**src/rtl/ysyx_23060187_ifu_if.sv**
```systemverilog
// Fetch-side bundle: PC register link, instruction-memory read channel and decode handshake.
// Every valid/ready pair transfers on a rising edge where both are high; a raised valid holds its payload until ready.
interface ysyx_23060187_ifu_if;
  logic [31:0] pc_in;
  logic        pc_en;
  logic        imem_arvalid;
  logic [31:0] imem_araddr;
  logic        imem_arready;
  logic        imem_rvalid;
  logic [31:0] imem_rdata;
  logic [1:0]  imem_rresp;
  logic        imem_rready;
  logic        inst_valid;
  logic [31:0] inst;
  logic [31:0] inst_pc;
  logic        inst_fault;
  logic        inst_ready;

  modport master (
    input  pc_in, imem_arready, imem_rvalid, imem_rdata, imem_rresp, inst_ready,
    output pc_en, imem_arvalid, imem_araddr, imem_rready, inst_valid, inst, inst_pc, inst_fault
  );

  modport slave (
    output pc_in, imem_arready, imem_rvalid, imem_rdata, imem_rresp, inst_ready,
    input  pc_en, imem_arvalid, imem_araddr, imem_rready, inst_valid, inst, inst_pc, inst_fault
  );
endinterface

```
**src/rtl/ysyx_23060187_ifu.sv**
```systemverilog
// Instruction fetch unit: one memory read per PC, result held for decode, pc_en pulsed on acceptance.
// Four-state FSM (IDLE/REQ/WAIT/HOLD); the current state is visible on dbg_state_o.
module ysyx_23060187_ifu #(
  parameter bit ALIGN_CHECK = 1'b1
) (
  input  logic                          clk,
  input  logic                          rst,
  ysyx_23060187_ifu_if.master           bus,
  output logic [1:0]                    dbg_state_o
);

  typedef enum logic [1:0] {
    IDLE = 2'd0,
    REQ  = 2'd1,
    WAIT = 2'd2,
    HOLD = 2'd3
  } state_e;

  state_e      state_q, state_d;
  logic [31:0] pc_q, pc_d;
  logic [31:0] inst_q, inst_d;
  logic        fault_q, fault_d;

  always_ff @(posedge clk) begin
    if (rst) begin
      state_q <= IDLE;
      pc_q    <= 32'h0;
      inst_q  <= 32'h0;
      fault_q <= 1'b0;
    end else begin
      state_q <= state_d;
      pc_q    <= pc_d;
      inst_q  <= inst_d;
      fault_q <= fault_d;
    end
  end

  always_comb begin
    state_d = state_q;
    pc_d    = pc_q;
    inst_d  = inst_q;
    fault_d = fault_q;
    unique case (state_q)
      IDLE: begin
        // PC is sampled here, after the previous pc_en edge, so it is never stale.
        pc_d = bus.pc_in;
        if (ALIGN_CHECK && (bus.pc_in[1:0] != 2'b00)) begin
          fault_d = 1'b1;
          inst_d  = 32'h0;
          state_d = HOLD;
        end else begin
          state_d = REQ;
        end
      end
      REQ: begin
        if (bus.imem_arready) state_d = WAIT;
      end
      WAIT: begin
        if (bus.imem_rvalid) begin
          inst_d  = (bus.imem_rresp == 2'b00) ? bus.imem_rdata : 32'h0;
          fault_d = (bus.imem_rresp != 2'b00);
          state_d = HOLD;
        end
      end
      HOLD: begin
        if (bus.inst_ready) state_d = IDLE;
      end
      default: state_d = IDLE;
    endcase
  end

  // Outputs depend on state only; pc_en is the one handshake-qualified exception.
  always_comb begin
    bus.imem_arvalid = 1'b0;
    bus.imem_araddr  = 32'h0;
    bus.imem_rready  = 1'b0;
    bus.inst_valid   = 1'b0;
    bus.inst         = 32'h0;
    bus.inst_pc      = 32'h0;
    bus.inst_fault   = 1'b0;
    bus.pc_en        = 1'b0;
    unique case (state_q)
      REQ: begin
        bus.imem_arvalid = 1'b1;
        bus.imem_araddr  = pc_q;
      end
      WAIT: begin
        bus.imem_rready = 1'b1;
      end
      HOLD: begin
        bus.inst_valid = 1'b1;
        bus.inst       = inst_q;
        bus.inst_pc    = pc_q;
        bus.inst_fault = fault_q;
        bus.pc_en      = bus.inst_ready;
      end
      default: ;
    endcase
  end

  assign dbg_state_o = state_q;

endmodule

```
**src/flat_wrapper.sv**
```systemverilog
// flat-port wrapper written by rule: the top's interface ports become plain ports
module ysyx_23060187_ifu_flat 
#(
  parameter bit ALIGN_CHECK = 1'b1
)
  (clk, rst, dbg_state_o, bus_pc_in, bus_imem_arready, bus_imem_rvalid, bus_imem_rdata, bus_imem_rresp, bus_inst_ready, bus_pc_en, bus_imem_arvalid, bus_imem_araddr, bus_imem_rready, bus_inst_valid, bus_inst, bus_inst_pc, bus_inst_fault);
  ysyx_23060187_ifu_if bus_i ();
  input  logic clk;
  input  logic rst;
  output logic [1:0] dbg_state_o;
  input wire logic [$bits(bus_i.pc_in)-1:0] bus_pc_in;
  input wire logic [$bits(bus_i.imem_arready)-1:0] bus_imem_arready;
  input wire logic [$bits(bus_i.imem_rvalid)-1:0] bus_imem_rvalid;
  input wire logic [$bits(bus_i.imem_rdata)-1:0] bus_imem_rdata;
  input wire logic [$bits(bus_i.imem_rresp)-1:0] bus_imem_rresp;
  input wire logic [$bits(bus_i.inst_ready)-1:0] bus_inst_ready;
  output wire logic [$bits(bus_i.pc_en)-1:0] bus_pc_en;
  output wire logic [$bits(bus_i.imem_arvalid)-1:0] bus_imem_arvalid;
  output wire logic [$bits(bus_i.imem_araddr)-1:0] bus_imem_araddr;
  output wire logic [$bits(bus_i.imem_rready)-1:0] bus_imem_rready;
  output wire logic [$bits(bus_i.inst_valid)-1:0] bus_inst_valid;
  output wire logic [$bits(bus_i.inst)-1:0] bus_inst;
  output wire logic [$bits(bus_i.inst_pc)-1:0] bus_inst_pc;
  output wire logic [$bits(bus_i.inst_fault)-1:0] bus_inst_fault;
  assign bus_i.pc_in = bus_pc_in;
  assign bus_i.imem_arready = bus_imem_arready;
  assign bus_i.imem_rvalid = bus_imem_rvalid;
  assign bus_i.imem_rdata = bus_imem_rdata;
  assign bus_i.imem_rresp = bus_imem_rresp;
  assign bus_i.inst_ready = bus_inst_ready;
  assign bus_pc_en = bus_i.pc_en;
  assign bus_imem_arvalid = bus_i.imem_arvalid;
  assign bus_imem_araddr = bus_i.imem_araddr;
  assign bus_imem_rready = bus_i.imem_rready;
  assign bus_inst_valid = bus_i.inst_valid;
  assign bus_inst = bus_i.inst;
  assign bus_inst_pc = bus_i.inst_pc;
  assign bus_inst_fault = bus_i.inst_fault;
  ysyx_23060187_ifu #(.ALIGN_CHECK(ALIGN_CHECK)) u_core (.clk(clk), .rst(rst), .bus(bus_i), .dbg_state_o(dbg_state_o));
endmodule
```
**config.mk**
```make
export PLATFORM = sky130hd
export DESIGN_NAME = ysyx_23060187_ifu_flat
export DESIGN_NICKNAME = d
export VERILOG_FILES = /design/src/rtl/ysyx_23060187_ifu_if.sv /design/src/rtl/ysyx_23060187_ifu.sv /design/src/flat_wrapper.sv
export SDC_FILE = /design/constraint.sdc
export NUM_CORES = 1
export LEC_CHECK = 0
export CAP_MARGIN = 20
export CELL_PAD_IN_SITES_DETAIL_PLACEMENT = 1
export CELL_PAD_IN_SITES_GLOBAL_PLACEMENT = 1
export CORE_MARGIN = 3
export CORE_UTILIZATION = 28
export DETAILED_ROUTE_END_ITERATION = 10
export GPL_TIMING_DRIVEN = 0
export PLACE_DENSITY = 0.86
export SYNTH_ARGS = -nofsm -noshare
export SYNTH_HDL_FRONTEND = slang
export SYNTH_SLANG_ARGS = --single-unit
```
**constraint.sdc**
```tcl
create_clock -name clk -period 2.1 [get_ports clk]
set_input_delay 0.315 -clock clk [delete_from_list [all_inputs] [get_ports clk]]
set_output_delay 0.315 -clock clk [all_outputs]
set_load 0.1 [all_outputs]
```
==> results.yml, run 1 <==
worst_setup_path:
  slowest_delay_ns: 0.86
  reg2reg_to: "u_core.inst_q[19]$_SDFFE_PP0P_"
  cp.buffers_inverters: 1
  r2r_start: "u_core.dbg_state_o[1]$_SDFFE_PP0P_"
  cp_cell_sequence: "ha_4, dlygate4sd2_1"
  r2r_setup_slack_ns: 0.07
  critPathCaptureType: "primary output"
  worst_ep_required_time_ns: 1.78
  worst_r2r_path_depth: 7
  crit_type: "flop to primary output"
  critPathMaxFanout: 5
  path_delay_family: "buffers and inverters"
  worstSetupStartpointType: "flop"
  cp_slowest_cell: "dlygate4sd2_1"
  startpoint: "u_core.dbg_state_o[0]$_SDFFE_PP0P_"
  arrival_ns: 1.74
detailed_routing:
  routed_wl_mm: 11.45
  drtPass1Iterations: 4
  route.detailed.drc: 0
  drt-initial-drc-count: 72
  wire_per_inst_um: 16.11
  vias_per_cell: 4.502
  postRouteAntennaNets: 0
  vias: 3201
timing:
  grt_setup_unrepaired: "yes"
  max_freq_ghz: 0.4866
  finClkSkew_ns: 0.005032
  finalCritPeriodShare_pct: 97.87
  drv_slew: 0
  hold_viol: 0
  finalSetupTns_ns: 0
  setup_viol: 0
  worst_slew_pin_slew_ns: 1.017
  relSlewSlack_pct: 32.44
  finalCriticalPeriod_ns: 2.055
yosys:
  syn_avg_cell_area_um2: 8.949
  yosys_register_bits: 67
  synth_fp_nets: 458
  ys_seq_area_share_pct: 39.44
  synth_cell_types: 23
  synth_area_um2: 3401
  synth_warnings: 0
  syn_inst: 380
floorplan:
  core_area_um2: 11660
  rows: 39
  die_area_um2: 13500
  start_util_pct: 29.16
  die_h_um: 116.2
  die_w_um: 116.2
  ioPinCount: 174
clocking:
  worstSkewPairLatency_ns: 0.32
  cts_sinks: 67
  ctsRootBufferMaster: "clkbuf_16"
  ctsHtreeMaxLevel: 3
  clk_pin_slew_ns: 0.05
  cts_buffers: 9
  cts_tree: "done"
  clk_path_buf_depth: 2
  post_cts_buffers: 0
power_and_ir_drop:
  power_density_nw_per_um2: 1119
  fin_total_pwr_w: 0.006491
  p_leak_nw: 2.642
  max-vdd-ir-drop_mv: 0.3668
placement:
  hpwl_mm: 8.994
  gp_congestion: 0.7856
  dpl_cell_area_um2: 5504
  io_buffers: 173
worst_hold_path:
  hold_start: "u_core.inst_q[31]$_SDFFE_PP0P_"
  holdPathStages: 2
  holdPathEnd: "u_core.inst_q[31]$_SDFFE_PP0P_"
  hold_class: "flop to flop"
finish:
  antenna_cells: 0
  area_growth_pct: 70.57
  layout_commonest_cell: "buf_6"
  drive_above_1_share_pct: 41.37
  fin_area_um2: 5801
  nets: 642
  final_cell_mix: "buf_6, clkdlybuf4s50_1, mux2i_1, dfxtp_1, and2_2"
grt:
  antenna_found_initial: 0
  grt_pass1_vias: 3394
  grt_util_all_layers_pct: 16.53
  grt_overflow_total: 0
  grt_pass1_wl_mm: 17.40
  grt_max_degree: 11
job:
  drv_cap: 0
run_status:
  status: "completed"
[worst register-to-register path, cell delays in order (launching register included)]
cell and delay, ns:
dfxtp_4 0.36, inv_1 0.18, ha_1 0.19, buf_4 0.17
or3b_1 0.41, o211ai_4 0.19, buf_6 0.23, mux2i_1 0.22
[metrics by stage]
| step | hold slack [ns] | utilization (%) | instances | worst slack [ns] |
|---|---|---|---|---|
| 6_report | 0.4749 | 49.74 | 711 | 0.04476 |
| 5_1_grt | 0.5014 | 49.74 | 711 | -0.03127 |
| 4_1_cts | 0.4799 | 48.49 | 711 | 0.00008826 |
| 3_5_place_dp | 0.4694 | 47.19 | 696 | -1.120 |
| 3_3_place_gp | 0.4563 | 47.19 | 696 | -1.071 |
| 2_1_floorplan | 0.4466 | - | 380 | -0.09927 |
[cells by family (layout without fill, tap and decap cells)]
| group | Yosys count | in the layout | synth area share, % |
|---|---|---|---|
| simple gates | 207 | 207 | 33.44 |
| flops | 67 | 67 | 39.44 |
| mux | 66 | 66 | 19.46 |
| buf+inv | 29 | 217 | 4.084 |
| fa+ha+maj | 7 | 7 | 2.575 |
| compound gates | 4 | 4 | 0.9933 |
[final cells by class]
type / count / area (µm²)
Fill cell: 1339 / 5862
Multi-Input combinational cell: 284 / 2136
Timing Repair Buffer: 173 / 1710
Sequential cell: 67 / 1349
Clock buffer: 12 / 246.5
Tap cell: 143 / 178.9
Buffer: 27 / 157.7
Clock inverter: 3 / 15.01
Inverter: 2 / 7.507
[power by group]
| group | internal (W) | leakage [nW] | switching, W |
|---|---|---|---|
| clock | 0.000818 | 0.132 | 0.000514 |
| combinational | 0.00123 | 1.96 | 0.00226 |
| sequential | 0.00150 | 0.549 | 0.000173 |
| total | 0.00355 | 2.64 | 0.00295 |
[registers in the layout, indices dropped and copies added, names as in the netlist]
register            count
u_core.inst_q          32
u_core.pc_q            32
u_core.dbg_state_o      2
u_core.fault_q          1
[how the worst max path moves through the flow]
stage | end | depth (start not counted)
finish | bus_inst_valid | 2
CTS | bus_imem_araddr[24] | 5
detailed placement | bus_inst[29] | 5
global route | u_core.inst_q[19]$_SDFFE_PP0P_ | 7
global placement | bus_inst_pc[0] | 5
floorplan | bus_inst[22] | 4
[synthesized netlist by cell type]
master | instances | area share, %
a211o_1 | 1 | 0.26
a211oi_1 | 1 | 0.22
a21oi_1 | 1 | 0.15
and2_1 | 98 | 18
and4_1 | 1 | 0.26
buf_1 | 4 | 0.44
buf_2 | 3 | 0.44
buf_4 | 1 | 0.22
buf_6 | 3 | 0.99
clkbuf_1 | 16 | 1.8
dfxtp_1 | 67 | 39
ha_1 | 7 | 2.6
inv_1 | 2 | 0.22
mux2_2 | 1 | 0.33
mux2i_1 | 65 | 19
nand2_1 | 32 | 3.5
nand2b_1 | 36 | 6.6
nand3_1 | 1 | 0.15
nor2_1 | 36 | 4.0
nor2b_1 | 1 | 0.18
nor4b_2 | 1 | 0.44
o211ai_2 | 1 | 0.37
or3b_1 | 1 | 0.26
[layer usage]
layer / part of all wire [%] / wire length [µm] / track usage (%)
met1: 40 / 4562 / 17.81
met2: 52 / 5901 / 31.03
met3: 6.8 / 777 / 4.456
met4: 1.9 / 212 / 5.646
met5: 0 / 0 / 0
[timing repair]
action                                  CTS  global route
hold buffers                              0             0
resized for setup                       632            45
endpoints found under the setup margin  104           104
gates cloned                              0             0
No activity file was read; power rests on OpenSTA's default activity.
==> inputs of run 2 (changes only) <==
--- a/config.mk
+++ b/config.mk
@@ -5,14 +5,16 @@
 export SDC_FILE = /design/constraint.sdc
 export NUM_CORES = 1
 export LEC_CHECK = 0
-export CAP_MARGIN = 20
+export ABC_AREA = 1
+export CAP_MARGIN = 25
 export CELL_PAD_IN_SITES_DETAIL_PLACEMENT = 1
 export CELL_PAD_IN_SITES_GLOBAL_PLACEMENT = 1
 export CORE_MARGIN = 3
-export CORE_UTILIZATION = 28
+export CORE_UTILIZATION = 27
 export DETAILED_ROUTE_END_ITERATION = 10
 export GPL_TIMING_DRIVEN = 0
-export PLACE_DENSITY = 0.86
+export MAX_ROUTING_LAYER = met4
+export PLACE_DENSITY = 0.87
 export SYNTH_ARGS = -nofsm -noshare
 export SYNTH_HDL_FRONTEND = slang
 export SYNTH_SLANG_ARGS = --single-unit
==> results.yml, run 2 <==
worst_setup_path:
  critPathMaxFanout: 5
  path_delay_family: "buffers and inverters"
  crit_type: "flop to primary output"
  r2r_start: "u_core.dbg_state_o[0]$_SDFFE_PP0P_"
  critPathCaptureType: "primary output"
  cp_cell_sequence: "ha_4, clkdlybuf4s15_1"
  startpoint: "u_core.dbg_state_o[1]$_SDFFE_PP0P_"
  r2r_setup_slack_ns: 0.23
  reg2reg_to: "u_core.inst_q[30]$_SDFFE_PP0P_"
  slowest_delay_ns: 0.83
  worst_ep_required_time_ns: 1.78
  cp.buffers_inverters: 1
  worstSetupStartpointType: "flop"
  worst_r2r_path_depth: 7
  arrival_ns: 1.75
  cp_slowest_cell: "clkdlybuf4s15_1"
detailed_routing:
  drtPass1Iterations: 4
  routed_wl_mm: 14.69
  postRouteAntennaNets: 0
  vias: 4581
  wire_per_inst_um: 14.22
  vias_per_cell: 4.435
  route.detailed.drc: 0
  drt-initial-drc-count: 193
yosys:
  syn_avg_cell_area_um2: 5.727
  synth-edff-count: 0
  synth_area_leader_cell: "dfxtp_1"
  yosys_register_bits: 67
  synth.top_cell.area_share_pct: 35.01
  yosysMostFrequentCell: "nand2_1"
  synth_fp_nets: 747
  ys.flop_type: "dfxtp_1"
  ys_seq_area_share_pct: 35.01
  synth_area_um2: 3831
  syn_inst: 669
  synthTopCellsByCount: "nand2_1, inv_1, nor2_1"
  ys_async_sr_fraction_pct: 0
  synth_cell_types: 15
  synth_warnings: 0
  synthTopCellsByArea: "dfxtp_1, nand2_1, inv_1"
clocking:
  clk_path_buf_depth: 2
  cts_buffers: 9
  ctsRootBufferMaster: "clkbuf_16"
  post_cts_buffers: 0
  cts_tree: "done"
  ctsHtreeMaxLevel: 3
  cts_hold_buf: 0
  ctsResizeCount: 622
  worstSkewPairLatency_ns: 0.34
  clk_pin_slew_ns: 0.05
  cts_sinks: 67
timing:
  finClkSkew_ns: 0.005849
  worst_slew_pin_slew_ns: 0.9995
  drv_slew: 0
  hold_viol: 0
  setup_viol: 0
  finalCriticalPeriod_ns: 2.061
  grt_setup_unrepaired: "yes"
  finalCritPeriodShare_pct: 98.16
  whs_ns: 0.4799
  worst_slack_ns: 0.03858
  relSlewSlack_pct: 33.63
  max_freq_ghz: 0.4851
grt:
  antenna_found_initial: 0
  grt_pass1_vias: 4846
  grt_max_degree: 12
  grt_util_all_layers_pct: 19.34
  grt_pass1_wl_mm: 23.98
  grt_overflow_total: 0
finish:
  area_growth_pct: 68.32
  layout_commonest_cell: "nand2_1"
  final_cell_mix: "nand2_1, nor2_1, inv_1, clkdlybuf4s50_1, clkinvlp_4"
  nets: 931
  drive_above_1_share_pct: 24.97
  antenna_cells: 0
  fin_area_um2: 6449
worst_hold_path:
  hold_class: "flop to flop"
  hold_start: "u_core.inst_q[5]$_SDFFE_PP0P_"
  holdPathEnd: "u_core.inst_q[5]$_SDFFE_PP0P_"
  holdPathStages: 2
power_and_ir_drop:
  power_frac_comb_pct: 57.3
  pwr-share-clk_pct: 17.7
  p_int_w: 0.004371
  power_density_nw_per_um2: 1415
  p_switching_w: 0.004757
  p_leak_nw: 3.070
  p_sw_share_pct: 52.12
  max-vdd-ir-drop_mv: 0.6082
  fin_total_pwr_w: 0.009128
  p_seq_share_pct: 24.9
placement:
  place_ws_ns: -0.8746
  gp_congestion: 0.7971
  dpl_cell_area_um2: 6058
  hpwl_mm: 11.10
  io_buffers: 173
floorplan:
  core_area_um2: 13560
  die_h_um: 125.1
  start_util_pct: 28.26
  ioPinCount: 174
  die_w_um: 125.1
  rows: 42
  die_area_um2: 15660
run_status:
  status: "completed"
job:
  drv_cap: 0
[run 2: cell types whose count changed after synthesis, sizes merged, moves of 16 or more]
cell / change
nand2b: -36
and2: -98
inv: +139
o21ai: +32
a21oi: +34
nor2: +63
nand2: +176
buf: +16
mux2i: -65
nand3: +34
[run 2: cell type report]
cell class | count | area (µm²)
fill | 1779 | 7109
multi-input combinational | 417 | 1784
timing repair buffer | 173 | 1760
sequential | 67 | 1349
inverter | 141 | 780.7
clock buffer | 14 | 285.3
buffer | 44 | 239.0
tap | 176 | 220.2
clock inverter | 1 | 30.03
[run 2: tightest hold or removal path: stages (launching register included)]
cell     delay, ns
dfxtp_1       0.32
a21oi_1       0.04
nor2_1        0.08
[run 2: cells by family (layout without fill, tap and decap cells)]
kind of cell	Yosys count	in the layout	share of synthesized area, %
adders and majority gates	7	7	2.286
AOI/OAI and AO/OA	67	67	8.752
DFF	67	67	35.01
and+or+nand+nor	343	343	34.81
buffers and inverters	185	373	19.14
[run 2: power by group through the flow]
stage / clock network (W) / logic [W] / registers, W
after detailed placement: 0 / 0.00518 / 0.00228
after floorplan: 0 / 0.00383 / 0.00228
final: 0.00162 / 0.00523 / 0.00228
after global routing: 0.00173 / 0.00571 / 0.00236
after CTS: 0.00165 / 0.00519 / 0.00227
after global placement: 0 / 0.00507 / 0.00226
[run 2: worst max-delay path by stage]
stage / to / slack (ns) / depth (start not counted)
6_report: bus_inst_valid / 0.04 / 2
3_5_place_dp: bus_imem_araddr[12] / -0.87 / 6
2_1_floorplan: bus_pc_en / -0.03 / 5
3_3_place_gp: bus_imem_araddr[11] / -0.84 / 6
5_1_grt: bus_inst_valid / -0.004 / 2
4_1_cts: bus_inst[11] / -0.01 / 5
[run 2: per-stage QoR]
stage | util (%) | TNS, ns | cells
6_report | 47.56 | 0 | 1033
5_1_grt | 47.56 | -0.004067 | 1033
4_1_cts | 45.88 | -0.04440 | 1033
3_5_place_dp | 44.68 | -63.16 | 1018
3_3_place_gp | 44.68 | -60.32 | 1018
2_1_floorplan | - | -1.056 | 669
[run 2: layer usage]
| metal | up-vias | routed length, µm | share of wire (%) | global-route usage [%] |
|---|---|---|---|---|
| met5 | - | 0 | 0 | - |
| met4 | 0 | 150 | 1.0 | 5.485 |
| met3 | 12 | 976 | 6.6 | 4.776 |
| met2 | 132 | 7172 | 49 | 32.71 |
| met1 | 2131 | 6393 | 44 | 22.90 |
| li1 | 2306 | - | - | - |
